File: config.mk
export PLATFORM = sky130hd
export DESIGN_NAME = wb_extend_arbiter_flat
export DESIGN_NICKNAME = d
export VERILOG_FILES = /design/src/rtl/hermes_cpu_pkg.sv /design/src/rtl/wb_extend_arbiter_if.sv /design/src/rtl/wb_extend_unit.sv /design/src/rtl/wb_extend_arbiter.sv /design/src/flat_wrapper.sv
export SDC_FILE = /design/constraint.sdc
export NUM_CORES = 1
export LEC_CHECK = 0
export ABC_CLOCK_PERIOD_IN_PS = 7200
export CAP_MARGIN = 15
export CORE_MARGIN = 10
export CORE_UTILIZATION = 50
export CTS_BUF_LIST = sky130_fd_sc_hd__clkbuf_4 sky130_fd_sc_hd__clkbuf_8
export DETAILED_ROUTE_END_ITERATION = 16
export GPL_ROUTABILITY_DRIVEN = 0
export MAX_ROUTING_LAYER = met4
export PLACE_DENSITY = 0.93
export RECOVER_POWER = 50
export SLEW_MARGIN = 20
export SYNTH_ARGS = -nofsm -noshare
export SYNTH_HDL_FRONTEND = slang
export SYNTH_HIERARCHICAL = 1
export SYNTH_SLANG_ARGS = --single-unit
File: constraint.sdc
create_clock -name clk -period 7.2 [get_ports clk]
set_input_delay 0.72 -clock clk [delete_from_list [all_inputs] [get_ports clk]]
set_output_delay 0.72 -clock clk [all_outputs]
set_load 0.01 [all_outputs]
File: src/rtl/hermes_cpu_pkg.sv
// Shared eBPF core definitions: data widths, write-back size codes, extend FSM states
// and the common zero left-pad helper.
package hermes_cpu_pkg;

    localparam int unsigned XLEN      = 64;
    localparam int unsigned HALF_XLEN = 32;

    // Write-back beat size codes
    localparam logic [1:0] SZ_B = 2'b00;
    localparam logic [1:0] SZ_H = 2'b01;
    localparam logic [1:0] SZ_W = 2'b10;
    localparam logic [1:0] SZ_D = 2'b11;

    // Extend-arbiter FSM states
    typedef logic [0:0] wb_state_t;
    localparam wb_state_t IDLE    = 1'b0;
    localparam wb_state_t HI_WAIT = 1'b1;

    // Zero-extend a half-width value to full register width
    function automatic logic [XLEN-1:0] left_pad(input logic [HALF_XLEN-1:0] val);
        return {{(XLEN - HALF_XLEN){1'b0}}, val};
    endfunction

endpackage

File: src/rtl/wb_extend_arbiter_if.sv
// Requester-side beats and register-file write port of the write-back extend arbiter.
interface wb_extend_arbiter_if
    import hermes_cpu_pkg::*;
#(
    parameter int unsigned NUM_REQ = 3,
    parameter int unsigned RD_W    = 4,
    parameter int unsigned SRC_W   = $clog2(NUM_REQ)
);

    logic [NUM_REQ-1:0]           req_valid;
    logic [NUM_REQ-1:0]           req_ready;
    logic [NUM_REQ*HALF_XLEN-1:0] req_data;
    logic [NUM_REQ*2-1:0]         req_size;
    logic [NUM_REQ-1:0]           req_sext;
    logic [NUM_REQ*RD_W-1:0]      req_rd;

    logic                         wb_valid;
    logic                         wb_ready;
    logic [XLEN-1:0]              wb_data;
    logic [RD_W-1:0]              wb_rd;
    logic [SRC_W-1:0]             wb_src;

    // Sources and register file
    modport master (
        output req_valid, req_data, req_size, req_sext, req_rd, wb_ready,
        input  req_ready, wb_valid, wb_data, wb_rd, wb_src
    );

    // Arbiter
    modport slave (
        input  req_valid, req_data, req_size, req_sext, req_rd, wb_ready,
        output req_ready, wb_valid, wb_data, wb_rd, wb_src
    );

endinterface

File: src/rtl/wb_extend_unit.sv
// Combinational 32-to-64-bit extender for byte, half and word write-back beats.
module wb_extend_unit
    import hermes_cpu_pkg::*;
(
    input  logic [HALF_XLEN-1:0] data,
    input  logic [1:0]           size,
    input  logic                 sext,
    output logic [XLEN-1:0]      ext
);

    // Fill the upper bits with the selected width's sign bit, or with zeros
    always_comb begin
        ext = left_pad(data);
        case (size)
            SZ_B:    ext = {{(XLEN - 8){sext & data[7]}}, data[7:0]};
            SZ_H:    ext = {{(XLEN - 16){sext & data[15]}}, data[15:0]};
            SZ_W:    ext = sext ? {{HALF_XLEN{data[HALF_XLEN-1]}}, data} : left_pad(data);
            default: ext = left_pad(data);  // dword low beat is joined, not extended
        endcase
    end

endmodule

File: src/rtl/wb_extend_arbiter.sv
// Round-robin arbiter sharing one extend unit between write-back sources. Produces one
// registered 64-bit register-file write per accepted beat, or per joined dword pair.
module wb_extend_arbiter
    import hermes_cpu_pkg::*;
#(
    parameter int unsigned NUM_REQ = 3,
    parameter int unsigned RD_W    = 4,
    parameter int unsigned SRC_W   = $clog2(NUM_REQ)
) (
    input  logic               clk,
    input  logic               rst_n,
    wb_extend_arbiter_if.slave bus,
    output logic               err_proto,
    output logic               busy
);

    wb_state_t              state_q, state_d;
    logic [SRC_W-1:0]       rr_last_q, rr_last_d;
    logic [SRC_W-1:0]       hold_src_q, hold_src_d;
    logic [HALF_XLEN-1:0]   hold_lo_q, hold_lo_d;
    logic [RD_W-1:0]        hold_rd_q, hold_rd_d;

    logic                   wb_valid_q, wb_valid_d;
    logic [XLEN-1:0]        wb_data_q, wb_data_d;
    logic [RD_W-1:0]        wb_rd_q, wb_rd_d;
    logic [SRC_W-1:0]       wb_src_q, wb_src_d;
    logic                   err_q, err_d;

    logic                   out_free;
    logic                   grant_found;
    logic [SRC_W-1:0]       grant_idx;
    logic [SRC_W-1:0]       cand;
    logic                   accept;

    logic [HALF_XLEN-1:0]   sel_data;
    logic [1:0]             sel_size;
    logic                   sel_sext;
    logic [RD_W-1:0]        sel_rd;
    logic [XLEN-1:0]        ext_data;

    assign out_free = ~wb_valid_q | bus.wb_ready;
    // Gated by rst_n so no beat is ever acknowledged while reset is held
    assign accept   = grant_found & out_free & rst_n;

    // Grant selection: locked to the held source mid-dword, else round-robin after rr_last
    always_comb begin
        grant_found = 1'b0;
        grant_idx   = '0;
        cand        = '0;
        if (state_q == HI_WAIT) begin
            grant_found = bus.req_valid[hold_src_q];
            grant_idx   = hold_src_q;
        end else begin
            for (int unsigned k = 1; k <= NUM_REQ; k++) begin
                cand = SRC_W'((32'(rr_last_q) + k) % NUM_REQ);
                if (!grant_found && bus.req_valid[cand]) begin
                    grant_found = 1'b1;
                    grant_idx   = cand;
                end
            end
        end
    end

    // Granted beat fields
    always_comb begin
        sel_data = bus.req_data[32'(grant_idx) * HALF_XLEN +: HALF_XLEN];
        sel_size = bus.req_size[32'(grant_idx) * 2 +: 2];
        sel_sext = bus.req_sext[grant_idx];
        sel_rd   = bus.req_rd[32'(grant_idx) * RD_W +: RD_W];
    end

    // One-hot acknowledge of the accepted beat
    always_comb begin
        bus.req_ready = '0;
        if (accept) begin
            bus.req_ready[grant_idx] = 1'b1;
        end
    end

    wb_extend_unit u_extend (
        .data (sel_data),
        .size (sel_size),
        .sext (sel_sext),
        .ext  (ext_data)
    );

    // Next state: drain, load single beats, hold a dword low half, join the high half
    always_comb begin
        state_d    = state_q;
        rr_last_d  = rr_last_q;
        hold_src_d = hold_src_q;
        hold_lo_d  = hold_lo_q;
        hold_rd_d  = hold_rd_q;
        wb_valid_d = wb_valid_q & ~bus.wb_ready;
        wb_data_d  = wb_data_q;
        wb_rd_d    = wb_rd_q;
        wb_src_d   = wb_src_q;
        err_d      = err_q;
        if (accept) begin
            if (state_q == HI_WAIT) begin
                wb_valid_d = 1'b1;
                wb_data_d  = {sel_data, hold_lo_q};
                wb_rd_d    = hold_rd_q;
                wb_src_d   = hold_src_q;
                rr_last_d  = hold_src_q;
                state_d    = IDLE;
                // A malformed second beat is still used as the high word
                if (sel_size != SZ_D) begin
                    err_d = 1'b1;
                end
            end else if (sel_size == SZ_D) begin
                hold_lo_d  = sel_data;
                hold_rd_d  = sel_rd;
                hold_src_d = grant_idx;
                state_d    = HI_WAIT;
            end else begin
                wb_valid_d = 1'b1;
                wb_data_d  = ext_data;
                wb_rd_d    = sel_rd;
                wb_src_d   = grant_idx;
                rr_last_d  = grant_idx;
            end
        end
    end

    // State and output registers
    always_ff @(posedge clk or negedge rst_n) begin
        if (!rst_n) begin
            state_q    <= IDLE;
            rr_last_q  <= SRC_W'(NUM_REQ - 1);
            hold_src_q <= '0;
            hold_lo_q  <= '0;
            hold_rd_q  <= '0;
            wb_valid_q <= 1'b0;
            wb_data_q  <= '0;
            wb_rd_q    <= '0;
            wb_src_q   <= '0;
            err_q      <= 1'b0;
        end else begin
            state_q    <= state_d;
            rr_last_q  <= rr_last_d;
            hold_src_q <= hold_src_d;
            hold_lo_q  <= hold_lo_d;
            hold_rd_q  <= hold_rd_d;
            wb_valid_q <= wb_valid_d;
            wb_data_q  <= wb_data_d;
            wb_rd_q    <= wb_rd_d;
            wb_src_q   <= wb_src_d;
            err_q      <= err_d;
        end
    end

    assign bus.wb_valid = wb_valid_q;
    assign bus.wb_data  = wb_data_q;
    assign bus.wb_rd    = wb_rd_q;
    assign bus.wb_src   = wb_src_q;
    assign err_proto    = err_q;
    assign busy         = (state_q != IDLE) | wb_valid_q;

endmodule

File: src/flat_wrapper.sv
// flat-port wrapper written by rule: the top's interface ports become plain ports
module wb_extend_arbiter_flat import hermes_cpu_pkg::*;
#(
    parameter int unsigned NUM_REQ = 3,
    parameter int unsigned RD_W    = 4,
    parameter int unsigned SRC_W   = $clog2(NUM_REQ)
)
  (clk, rst_n, err_proto, busy, bus_req_valid, bus_req_data, bus_req_size, bus_req_sext, bus_req_rd, bus_wb_ready, bus_req_ready, bus_wb_valid, bus_wb_data, bus_wb_rd, bus_wb_src);
  wb_extend_arbiter_if #(.NUM_REQ(NUM_REQ), .RD_W(RD_W), .SRC_W(SRC_W)) bus_i ();
  input  logic clk;
  input  logic rst_n;
  output logic err_proto;
  output logic busy;
  input wire logic [$bits(bus_i.req_valid)-1:0] bus_req_valid;
  input wire logic [$bits(bus_i.req_data)-1:0] bus_req_data;
  input wire logic [$bits(bus_i.req_size)-1:0] bus_req_size;
  input wire logic [$bits(bus_i.req_sext)-1:0] bus_req_sext;
  input wire logic [$bits(bus_i.req_rd)-1:0] bus_req_rd;
  input wire logic [$bits(bus_i.wb_ready)-1:0] bus_wb_ready;
  output wire logic [$bits(bus_i.req_ready)-1:0] bus_req_ready;
  output wire logic [$bits(bus_i.wb_valid)-1:0] bus_wb_valid;
  output wire logic [$bits(bus_i.wb_data)-1:0] bus_wb_data;
  output wire logic [$bits(bus_i.wb_rd)-1:0] bus_wb_rd;
  output wire logic [$bits(bus_i.wb_src)-1:0] bus_wb_src;
  assign bus_i.req_valid = bus_req_valid;
  assign bus_i.req_data = bus_req_data;
  assign bus_i.req_size = bus_req_size;
  assign bus_i.req_sext = bus_req_sext;
  assign bus_i.req_rd = bus_req_rd;
  assign bus_i.wb_ready = bus_wb_ready;
  assign bus_req_ready = bus_i.req_ready;
  assign bus_wb_valid = bus_i.wb_valid;
  assign bus_wb_data = bus_i.wb_data;
  assign bus_wb_rd = bus_i.wb_rd;
  assign bus_wb_src = bus_i.wb_src;
  wb_extend_arbiter #(.NUM_REQ(NUM_REQ), .RD_W(RD_W), .SRC_W(SRC_W)) u_core (.clk(clk), .rst_n(rst_n), .bus(bus_i), .err_proto(err_proto), .busy(busy));
endmodule
### Word level (Yosys, flattened, before mapping)

Cells that the tools add are included.

* $add $sub $neg: 3
* div/mod/pow operators: 3
* $lt $le $gt $ge: 6
* equal/unequal tests: 5
* shifts and indexed selects: 3
* mux-type cells: 36
* bitwise operators: 10
* reduce and logical (&&, ||, !) cells: 9

Operators with widths (number)
* 2-to-1 mux 64 bit: 3
* case mux 64 bit (3 select lines): 1
* modulo 32 x 2 -> 32 bit, second input constant: 3
* variable part select 96 x 8 -> 32 bit: 1
* 2-to-1 mux 1 bit: 17
* less-than comparator 2 x 3 -> 1 bit, second input constant: 5
* 2-to-1 mux 2 bit: 6
* variable part select 12 x 5 -> 4 bit: 1
* binary-select mux 1 bit (select 2 bit): 5
* 2-to-1 mux 4 bit: 2
* adder 2 x 2 -> 3 bit, second input constant: 2
* AND reduction 3 bit: 2
* variable part select 6 x 4 -> 2 bit: 1
* bitwise AND 1 bit: 5
* == test 2 bit, second input constant: 2
* adder 2 x 1 -> 3 bit, second input constant: 1
* logical AND 1 bit: 3
* 2-to-1 mux 3 bit: 1
* NOT 1 bit: 3
* demux 1 bit (select 2 bit): 1
* == test 2 x 1 -> 1 bit, second input constant: 1
* greater-or-equal comparator 2 x 1 -> 1 bit, second input constant: 1
* logical NOT 1 bit: 2
* logical NOT 2 bit: 1
* other kinds (4): 5

* register bits: 113
* bits of input ports: 123
* output and inout bits: 76
* word-level logic and storage cells: 85

### Longest topological paths before layout

Gate-level depths: netlist of the first run.

* depth after elaboration: 20
* gate-level depth with buffers: 15
* mapped depth without buffers: 12

### Hierarchy

Netlist of the first run, hierarchy kept.

By module, submodules not included
* wb_extend_arbiter: times used 1, cells each 518, area each 6302.3 um^2, seq. area each 2803.9 um^2
* wb_extend_unit: times used 1, cells each 99, area each 601.8 um^2, seq. area each 0.0 um^2

### Worst setup path before layout of the first run

No wires, ideal clock.

* path kind: register to register
* from: register u_core.rr_last_q[1]
* to: register u_core.wb_data_q[39] (netlist: u_core/bus.wb_data[39])
* library setup time: 0.064 ns
* data arrival time: 5.079 ns
* data required time: 7.136 ns
* setup slack: 2.056 ns
* cell stages (with the launch flop): 16
* buffers on the path: 4
* clock period less this slack: 5.144 ns
* cell sequence: dfstp_2 inv_1 ha_1 a21bo_2 and4b_1 o41ai_1 buf_2 buf_2 clkbuf_1 mux2i_1 o21ai_0 nand2b_4 o21ai_0 buf_4 mux2_2 mux2_2

* cells in the longest elaborated chain, start to end: 20
* elaborated cells between the ends (all ways): 44
* those cells by class: 3 x add/sub; 3 x div; 4 x eq/ne; 2 x shift; 22 x mux; 4 x bitwise; 6 x reduce/logical

RTL lines
* from (decl): line wb_extend_arbiter.sv:18 `logic [SRC_W-1:0] rr_last_q, rr_last_d;`
* from (signal assigned): line wb_extend_arbiter.sv:130 `rr_last_q <= SRC_W'(NUM_REQ - 1);`
* from (signal assigned): line wb_extend_arbiter.sv:141 `rr_last_q <= rr_last_d;`
* adder 2 x 1 -> 3 bit: line wb_extend_arbiter.sv:55 `cand = SRC_W'((32'(rr_last_q) + k) % NUM_REQ);`
* modulo 32 x 2 -> 32 bit: line wb_extend_arbiter.sv:55
* binary-select mux 1 bit (select 2 bit): line wb_extend_arbiter.sv:56 `if (!grant_found && bus.req_valid[cand]) begin`
* 2-to-1 mux 1 bit (not written as such): line wb_extend_arbiter.sv:56
* 2-to-1 mux 1 bit: line wb_extend_arbiter.sv:56
* 2-to-1 mux 1 bit: line wb_extend_arbiter.sv:50 `if (state_q == HI_WAIT) begin`
* logical NOT 1 bit: line wb_extend_arbiter.sv:56
* logical AND 1 bit: line wb_extend_arbiter.sv:56
* [... 6 more ...]
* binary-select mux 1 bit (select 2 bit) *: line wb_extend_arbiter.sv:68 `sel_sext = bus.req_sext[grant_idx];`
* 2-to-1 mux 1 bit (not written as such) *: line wb_extend_arbiter.sv:68
* via u_core.sel_sext: line wb_extend_arbiter.sv:37 `logic sel_sext;`
* 2-to-1 mux 64 bit (tied with other cells): line wb_extend_unit.sv:17 `SZ_W: ext = sext ? {{HALF_XLEN{data[HALF_XLEN-1]}}, data} : left_pad(data);`
* case mux 64 bit (3 select lines) *: line wb_extend_unit.sv:14 `case (size)`
* via u_core.ext_data[39]: line wb_extend_arbiter.sv:39 `logic [XLEN-1:0] ext_data;`
* 2-to-1 mux 64 bit *: line wb_extend_arbiter.sv:111 `end else if (sel_size == SZ_D) begin`
* 2-to-1 mux 64 bit *: line wb_extend_arbiter.sv:100 `if (state_q == HI_WAIT) begin`
* to (signal assigned): line wb_extend_arbiter.sv:146 `wb_data_q <= wb_data_d;`
* to (decl): line wb_extend_arbiter.sv:24 `logic [XLEN-1:0] wb_data_q, wb_data_d;`

Mark *: on every way through the listed nets, which the timed path passes. The rest lies on a longest branch. The select of a mux whose other input is x is not followed.
A chain may end at the register's enable or synchronous reset.

### Final worst setup path of the first run

* from: register u_core.rr_last_q[1]
* to: register u_core.wb_data_q[32] (netlist: u_core/bus.wb_data[32])

* elaborated cells between the ends (all ways): 44
* those cells by class: 3 x add/sub; 3 x div; 4 x eq/ne; 2 x shift; 22 x mux; 4 x bitwise; 6 x reduce/logical

RTL lines
* adder 2 x 1 -> 3 bit: line wb_extend_arbiter.sv:55
* modulo 32 x 2 -> 32 bit: line wb_extend_arbiter.sv:55
* binary-select mux 1 bit (select 2 bit): line wb_extend_arbiter.sv:56
* 2-to-1 mux 1 bit (not written as such): line wb_extend_arbiter.sv:56
* 2-to-1 mux 1 bit: line wb_extend_arbiter.sv:56
* 2-to-1 mux 1 bit: line wb_extend_arbiter.sv:50
* logical NOT 1 bit: line wb_extend_arbiter.sv:56
* logical AND 1 bit: line wb_extend_arbiter.sv:56
* [... 5 more ...]
* 2-to-1 mux 2 bit *: line wb_extend_arbiter.sv:50
* variable part select 6 x 4 -> 2 bit *: line wb_extend_arbiter.sv:67 `sel_size = bus.req_size[32'(grant_idx) * 2 +: 2];`
* via u_core.sel_size[0]: line wb_extend_arbiter.sv:36 `logic [1:0] sel_size;`
* == test 2 bit (tied with other cells): line wb_extend_unit.sv:14
* case mux 64 bit (3 select lines) *: line wb_extend_unit.sv:14
* via u_core.ext_data[32]: line wb_extend_arbiter.sv:39
* 2-to-1 mux 64 bit *: line wb_extend_arbiter.sv:111
* 2-to-1 mux 64 bit *: line wb_extend_arbiter.sv:100

Marks and branches as above.

==> impl_metrics.csv, run 1 <==
group,metric,value,unit
place,post_dp_cell_area,8677,um2
min_path,hold_path_end,"u_core/bus.wb_data[10]",
routing,via_per_inst,5.772,
critical_path,endpoint_kind,"flop",
critical_path,reg2reg_to,"u_core/bus.wb_data[32]",
cells_and_area,utilization,66.43,%
cells_and_area,area_growth_syn_to_layout,28.94,%
routing,drtIter0Drc,343,
grt,grt_max_degree,78,
min_path,whs_path_depth,1,
outcome,violations,"max-capacitance violations, max-slew violations",
clock_network,root_buffer,"clkbuf_8",
routing,drc,0,
clock_network,cts.sinks,112,
clock_network,cts_tree,"done",
routing,dr_wl_met2,9.858,mm
clock_network,cts-resized-gates,0,
routing,dr_total_vias,5368,
cells_and_area,seq_area,2808,um2
timing,fin_skew,13.16,ps
cells_and_area,n_fill_cell,1001,
routing,wl_met3,1.322,mm
critical_path,worst-setup-path-type,"flop to flop",
critical_path,critPathLaunchType,"flop",
clock_network,insertion_delay,390,ps
synth,seq_area_frac_synth,40.61,%
timing,setup_tns,0,ps
routing,wirelength,19.84,mm
cells_and_area,mostFrequentLayoutCells,"158 x clkdlybuf4s50_1, 110 x dfrtp_1, 99 x mux2_2",
timing,grt_setup_unrepaired,"no",
clock_network,cts_made_buffers,9,
timing,slew_viol_final,61,
grt,antenna_found_initial,1,
cells_and_area,instances_no_fill,930,
synth,ys_warn_count,6,
grt,grt_pass1_vias,5904,
timing,tightestPinTransition,3181,ps
cells_and_area,final_area,8902,um2
cells_and_area,final_nets,875,
timing,setup_violations,0,
synth,avgSynthCellArea,11.19,um2
floorplanning,pin_count,199,
timing,hold_ws,490.0,ps
critical_path,path_max_fanout,22,
synth,ys_ff_latch,112,
power,ir_worst_vdd,0.2208,mV
critical_path,worstPathArrival,5680,ps
grt,grt_pass1_wl,31.21,mm
timing,relSlewSlack,-112.1,%
floorplanning,die_height,137.5,um
routing,dr.max_layer_used,"met4",
power,total_power,4.043,mW
place,dp.final_hpwl,14.47,mm
routing,firstDrtPassIters,5,
clock_network,postCtsSetupBuffers,0,
floorplanning,rows,42,
grt,gr-total-overflow,0,
timing,setup_ws,1791,ps
critical_path,cp.required,7470,ps
clock_network,hold_buffers,0,
routing,wl_met1,8.000,mm
grt,grtUsageTotal,21.48,%
power,cellPowerDensity,454.1,nW/um2
timing,finalHoldViolations,0,
synth,synth_fp_nets,744,
critical_path,r2r_cells,12,
outcome,outcome,"finished, violations left",
routing,antenna_left,0,
synth,yosys_most_used_dff,"dfrtp_1",
timing,timing.final.crit_share,75.13,%
floorplanning,core-area,13400,um2
synth,synth_edf_count,0,
critical_path,r2r_setup_slack,1790,ps
power,leakage,3.997,nW
clock_network,htree_levels,3,
min_path,worstHoldStart,"u_core/bus.wb_data[10]",
place,numPortBuffers,198,
cells_and_area,multi_input_area,3563,um2
floorplanning,start_util,51.52,%
place,place_ws,1444,ps
synth,synth.distinct_cells,51,
floorplanning,die_area,18910,um2
routing,wl_per_cell,21.33,um
synth,netlist_area,6904,um2
critical_path,reg2reg_from,"u_core/rr_last_q[1]",
clock_network,cts.path.max_buffers,2,
floorplanning,fp.dieW,137.5,um
run,maxCapViolations,1,
synth,synthArstFlopShare,100.0,%
cells_and_area,final_common_cell,"clkdlybuf4s50_1",
timing,min_period,5409,ps
place,dpl.cell_count,912,
timing,fmax,0.1849,GHz
clock_network,cts.clk_slew.worst_paths,110,ps
min_path,hp-class,"flop to flop",
synth,syn_inst,617,
cells_and_area,drive_above_1_share,18.33,%
-- layer usage --
layer  vias to the layer above  GRT usage (%)
met5                         -              -
met3                        44          5.025
met4                         0          9.895
met2                       196          34.51
met1                      2644          25.08
li1                       2484              -
-- cells in the mapped netlist (all sizes together), types with 2 or more instances --
master  instances  share of area [%]
buf            66                6.5
nand3           3               0.22
nor3            2               0.14
mux2          173                 28
o21ai          63                4.6
nand4          36                3.3
or2             4               0.36
o211ai          2               0.22
clkbuf         22                1.2
nand2          31                1.7
and4            2               0.25
dfrtp         111                 40
mux2i          43                6.3
nor2            5               0.27
a32oi           3               0.38
a22oi           3               0.33
inv             6               0.33
nor2b           5               0.45
ha              4               0.72
and3            3               0.27
nand2b          7               0.74
o311ai          5               0.74
-- kinds of logic (layout without fill, tap and decap cells) --
| group | Yosys count | after routing | synth area share, % |
|---|---|---|---|
| mux | 216 | 216 | 34.51 |
| buf+inv | 95 | 231 | 8.137 |
| other cells | 0 | 1 | 0 |
| simple gates | 104 | 104 | 8.409 |
| fa+ha+maj | 4 | 4 | 0.7249 |
| compound gates | 86 | 86 | 7.612 |
| flops | 112 | 112 | 40.61 |
-- power by group --
| part | switching, mW | total, mW | internal, mW | leakage [nW] |
|---|---|---|---|---|
| clock | 0.218 | 0.422 | 0.204 | 0.115 |
| combinational | 1.31 | 2.56 | 1.25 | 2.46 |
| sequential | 0.162 | 1.06 | 0.899 | 1.42 |
-- worst max-delay path, cell delays in order (launching register included) --
cell	delay [ps]
dfstp_2	560
inv_1	70
ha_1	260
a221oi_1	360
a32oi_1	200
o311ai_4	890
and4_1	330
or2_1	410
mux2i_2	850
o21ai_2	460
buf_4	310
mux2_2	270
mux2_1	300
-- area by class of cell --
type                       instances  share of cell area, %
multi-input combinational        410                  40.03
antenna                            1                0.02811
clock inverter                     5                 0.8855
tap                              176                  2.474
timing repair buffer             208                  23.19
sequential                       112                  31.54
inverter                           7                 0.2952
clock buffer                      11                  1.560
-- worst max-delay path by stage --
| stage | start | to | slack, ps | depth (start not counted) |
|---|---|---|---|---|
| after global routing | u_core/rr_last_q[1] | u_core/bus.wb_data[32] | 1450 | 12 |
| final | u_core/rr_last_q[1] | u_core/bus.wb_data[32] | 1790 | 12 |
| after detailed placement | bus_req_valid[1] | u_core/bus.wb_data[32] | 1440 | 11 |
| after global placement | bus_req_valid[1] | u_core/bus.wb_data[63] | 1750 | 11 |
| after floorplan | u_core/rr_last_q[1] | u_core/bus.wb_data[39] | 2060 | 15 |
| after CTS | u_core/rr_last_q[1] | u_core/bus.wb_data[32] | 1810 | 12 |
-- sequential cells by signal (all words and copies together) (netlist names) --
| name | cells |
|---|---|
| u_core/hold_src_q | 2 |
| u_core/bus.wb_valid | 1 |
| u_core/bus.wb_data | 64 |
| u_core/state_q | 1 |
| u_core/rr_last_q | 2 |
| u_core/bus.wb_rd | 4 |
| u_core/err_proto | 1 |
| u_core/hold_rd_q | 4 |
| u_core/bus.wb_src | 1 |
| u_core/hold_lo_q | 32 |
Power figures use the tool's default switching activity.
==> run 2, diff against run 1 <==
--- a/config.mk
+++ b/config.mk
@@ -5,7 +5,7 @@
 export SDC_FILE = /design/constraint.sdc
 export NUM_CORES = 1
 export LEC_CHECK = 0
-export ABC_CLOCK_PERIOD_IN_PS = 7200
+export ABC_CLOCK_PERIOD_IN_PS = 5600
 export CAP_MARGIN = 15
 export CORE_MARGIN = 10
 export CORE_UTILIZATION = 50
==> constraint.sdc (replaced) <==
create_clock -name clk -period 5.6 [get_ports clk]
set_input_delay 0.56 -clock clk [delete_from_list [all_inputs] [get_ports clk]]
set_output_delay 0.56 -clock clk [all_outputs]
set_load 0.01 [all_outputs]
==> run 2 against run 1 <==
  * The flow still finishes with violations (max-capacitance violations, max-slew violations)
  * Power is 30% higher
  * Largest power group unchanged
  * Combinational power rose by 29%
  * First-iteration DRC count up 5.5%
==> impl_metrics.csv, run 2 (synthesis gave the netlist of run 1 again) <==
group,metric,value,unit
critical_path,reg2reg_from,"u_core/state_q",
critical_path,endpoint_kind,"flop",
grt,use_met3,4.588,%
cells_and_area,largest_reg_flops,64,
critical_path,reg2reg_to,"u_core/bus.wb_data[38]",
timing,hold_ws,207.8,ps
place,dp.final_hpwl,14.46,mm
cells_and_area,mostFrequentLayoutCells,"159 x clkdlybuf4s50_1, 110 x dfrtp_1, 99 x mux2_2",
cells_and_area,final_common_cell,"clkdlybuf4s50_1",
clock_network,cts.sinks,112,
clock_network,cts_tree,"done",
cells_and_area,num_antenna_cells,0,
critical_path,path_max_fanout,77,
clock_network,root_buffer,"clkbuf_8",
timing,setup_violations,0,
critical_path,r2r_cells,10,
min_path,hp-class,"primary input to async pin",
grt,antenna_found_initial,0,
timing,grt_setup_unrepaired,"no",
floorplanning,fp.dieW,137.5,um
grt,grt_pass1_wl,31.68,mm
cells_and_area,final_nets,877,
run,maxCapViolations,1,
timing,relSlewSlack,-124.2,%
critical_path,worstPathArrival,4740,ps
clock_network,cts.path.max_buffers,2,
power,cellPowerDensity,587.2,nW/um2
floorplanning,die_area,18910,um2
grt,grt_pass1_vias,5946,
critical_path,r2r_setup_slack,1170,ps
routing,wirelength,19.81,mm
place,numPortBuffers,198,
timing,setup_tns,0,ps
cells_and_area,area_growth_syn_to_layout,29.58,%
routing,wl_per_cell,21.28,um
clock_network,hold_buffers,0,
routing,antenna_left,0,
timing,fmax,0.2259,GHz
routing,via_per_inst,5.824,
outcome,violations,"max-capacitance violations, max-slew violations",
critical_path,critPathLaunchType,"flop",
critical_path,worst-setup-path-type,"flop to flop",
cells_and_area,instances_no_fill,931,
floorplanning,core-area,13400,um2
grt,grt_max_degree,78,
clock_network,cts.clk_slew.worst_paths,100,ps
grt,grt_use_met2,35.98,%
cells_and_area,drive_above_1_share,18.68,%
timing,tightestPinTransition,3363,ps
routing,firstDrtPassIters,5,
grt,grtUsageTotal,21.56,%
clock_network,cts-resized-gates,0,
timing,slew_viol_final,64,
grt,met1_usage,25.11,%
floorplanning,pin_count,199,
place,dpl.cell_count,915,
floorplanning,rows,42,
power,leakage,4.015,nW
power,total_power,5.253,mW
floorplanning,die_height,137.5,um
outcome,outcome,"finished, violations left",
cells_and_area,n_fill_cell,1008,
timing,fin_skew,10.98,ps
floorplanning,start_util,51.52,%
cells_and_area,final_area,8946,um2
place,post_dp_cell_area,8707,um2
timing,min_period,4427,ps
routing,dr_total_vias,5422,
clock_network,insertion_delay,370,ps
clock_network,postCtsSetupBuffers,0,
power,ir_worst_vdd,0.2913,mV
routing,drc,0,
clock_network,htree_levels,3,
grt,gr-total-overflow,0,
clock_network,cts_made_buffers,9,
routing,drtIter0Drc,362,
grt,grt.busiest_layer,"met2",
timing,finalHoldViolations,0,
timing,timing.final.crit_share,79.06,%
critical_path,cp.required,5920,ps
## run 2: cell count changes in the layout (fill, tap and decap cells not counted)
cell,change
bufinv_16,+1
diode_2,-1
o21ai_4,+1
clkbuf_1,-1
o21ai_2,-1
buf_4,+5
clkbuf_2,-1
clkdlybuf4s50_1,+1
buf_8,-1
dlygate4sd3_1,-1
clkinv_2,-1
## run 2: worst max path at each step
stage	startpoint	endpoint
floorplan	u_core/rr_last_q[1]	u_core/bus.wb_data[39]
global placement	bus_req_valid[2]	u_core/bus.wb_data[59]
detailed placement	bus_req_valid[2]	u_core/bus.wb_data[53]
CTS	u_core/state_q	u_core/bus.wb_data[53]
global route	u_core/state_q	u_core/bus.wb_data[49]
finish	u_core/state_q	u_core/bus.wb_data[38]
## run 2: critical path: stages (launching register included)
cell	delay (ps)
dfrtp_4	1100
clkinv_1	600
nor2_1	290
a22oi_1	120
a32oi_1	260
or2_1	500
mux2i_2	120
buf_4	220
o21ai_4	680
mux2_2	300
mux2_2	150
## run 2: per-layer routing
metal  up-vias  wire (um)
met4         0        563
met3        49       1254
met1      2684       8053
met5         -          0
li1       2478          -
met2       211       9941
## run 2: layout make-up
cell class	count	area [um2]	area share, %
multi-input combinational	410	3571	39.92
tap	176	220.2	2.462
clock buffer	11	138.9	1.552
timing repair buffer	210	2078	23.23
clock inverter	5	103.9	1.161
inverter	7	26.28	0.2937
sequential	112	2808	31.38
## run 2: per-stage QoR
| stage | setup WS (ps) | util (%) |
|---|---|---|
| 6_report | 1173 | 66.76 |
| 3_3_place_gp | 811.7 | 64.92 |
| 3_5_place_dp | 927.7 | 64.98 |
| 5_1_grt | 875.1 | 66.76 |
| 2_1_floorplan | 456.3 | - |
| 4_1_cts | 1187 | 66.79 |
## run 2: where the power goes
| group | switching [mW] | internal [mW] | total (mW) | leakage (nW) |
|---|---|---|---|---|
| logic | 1.69 | 1.62 | 3.31 | 2.47 |
| registers | 0.214 | 1.16 | 1.37 | 1.42 |
| clock network | 0.267 | 0.308 | 0.575 | 0.125 |
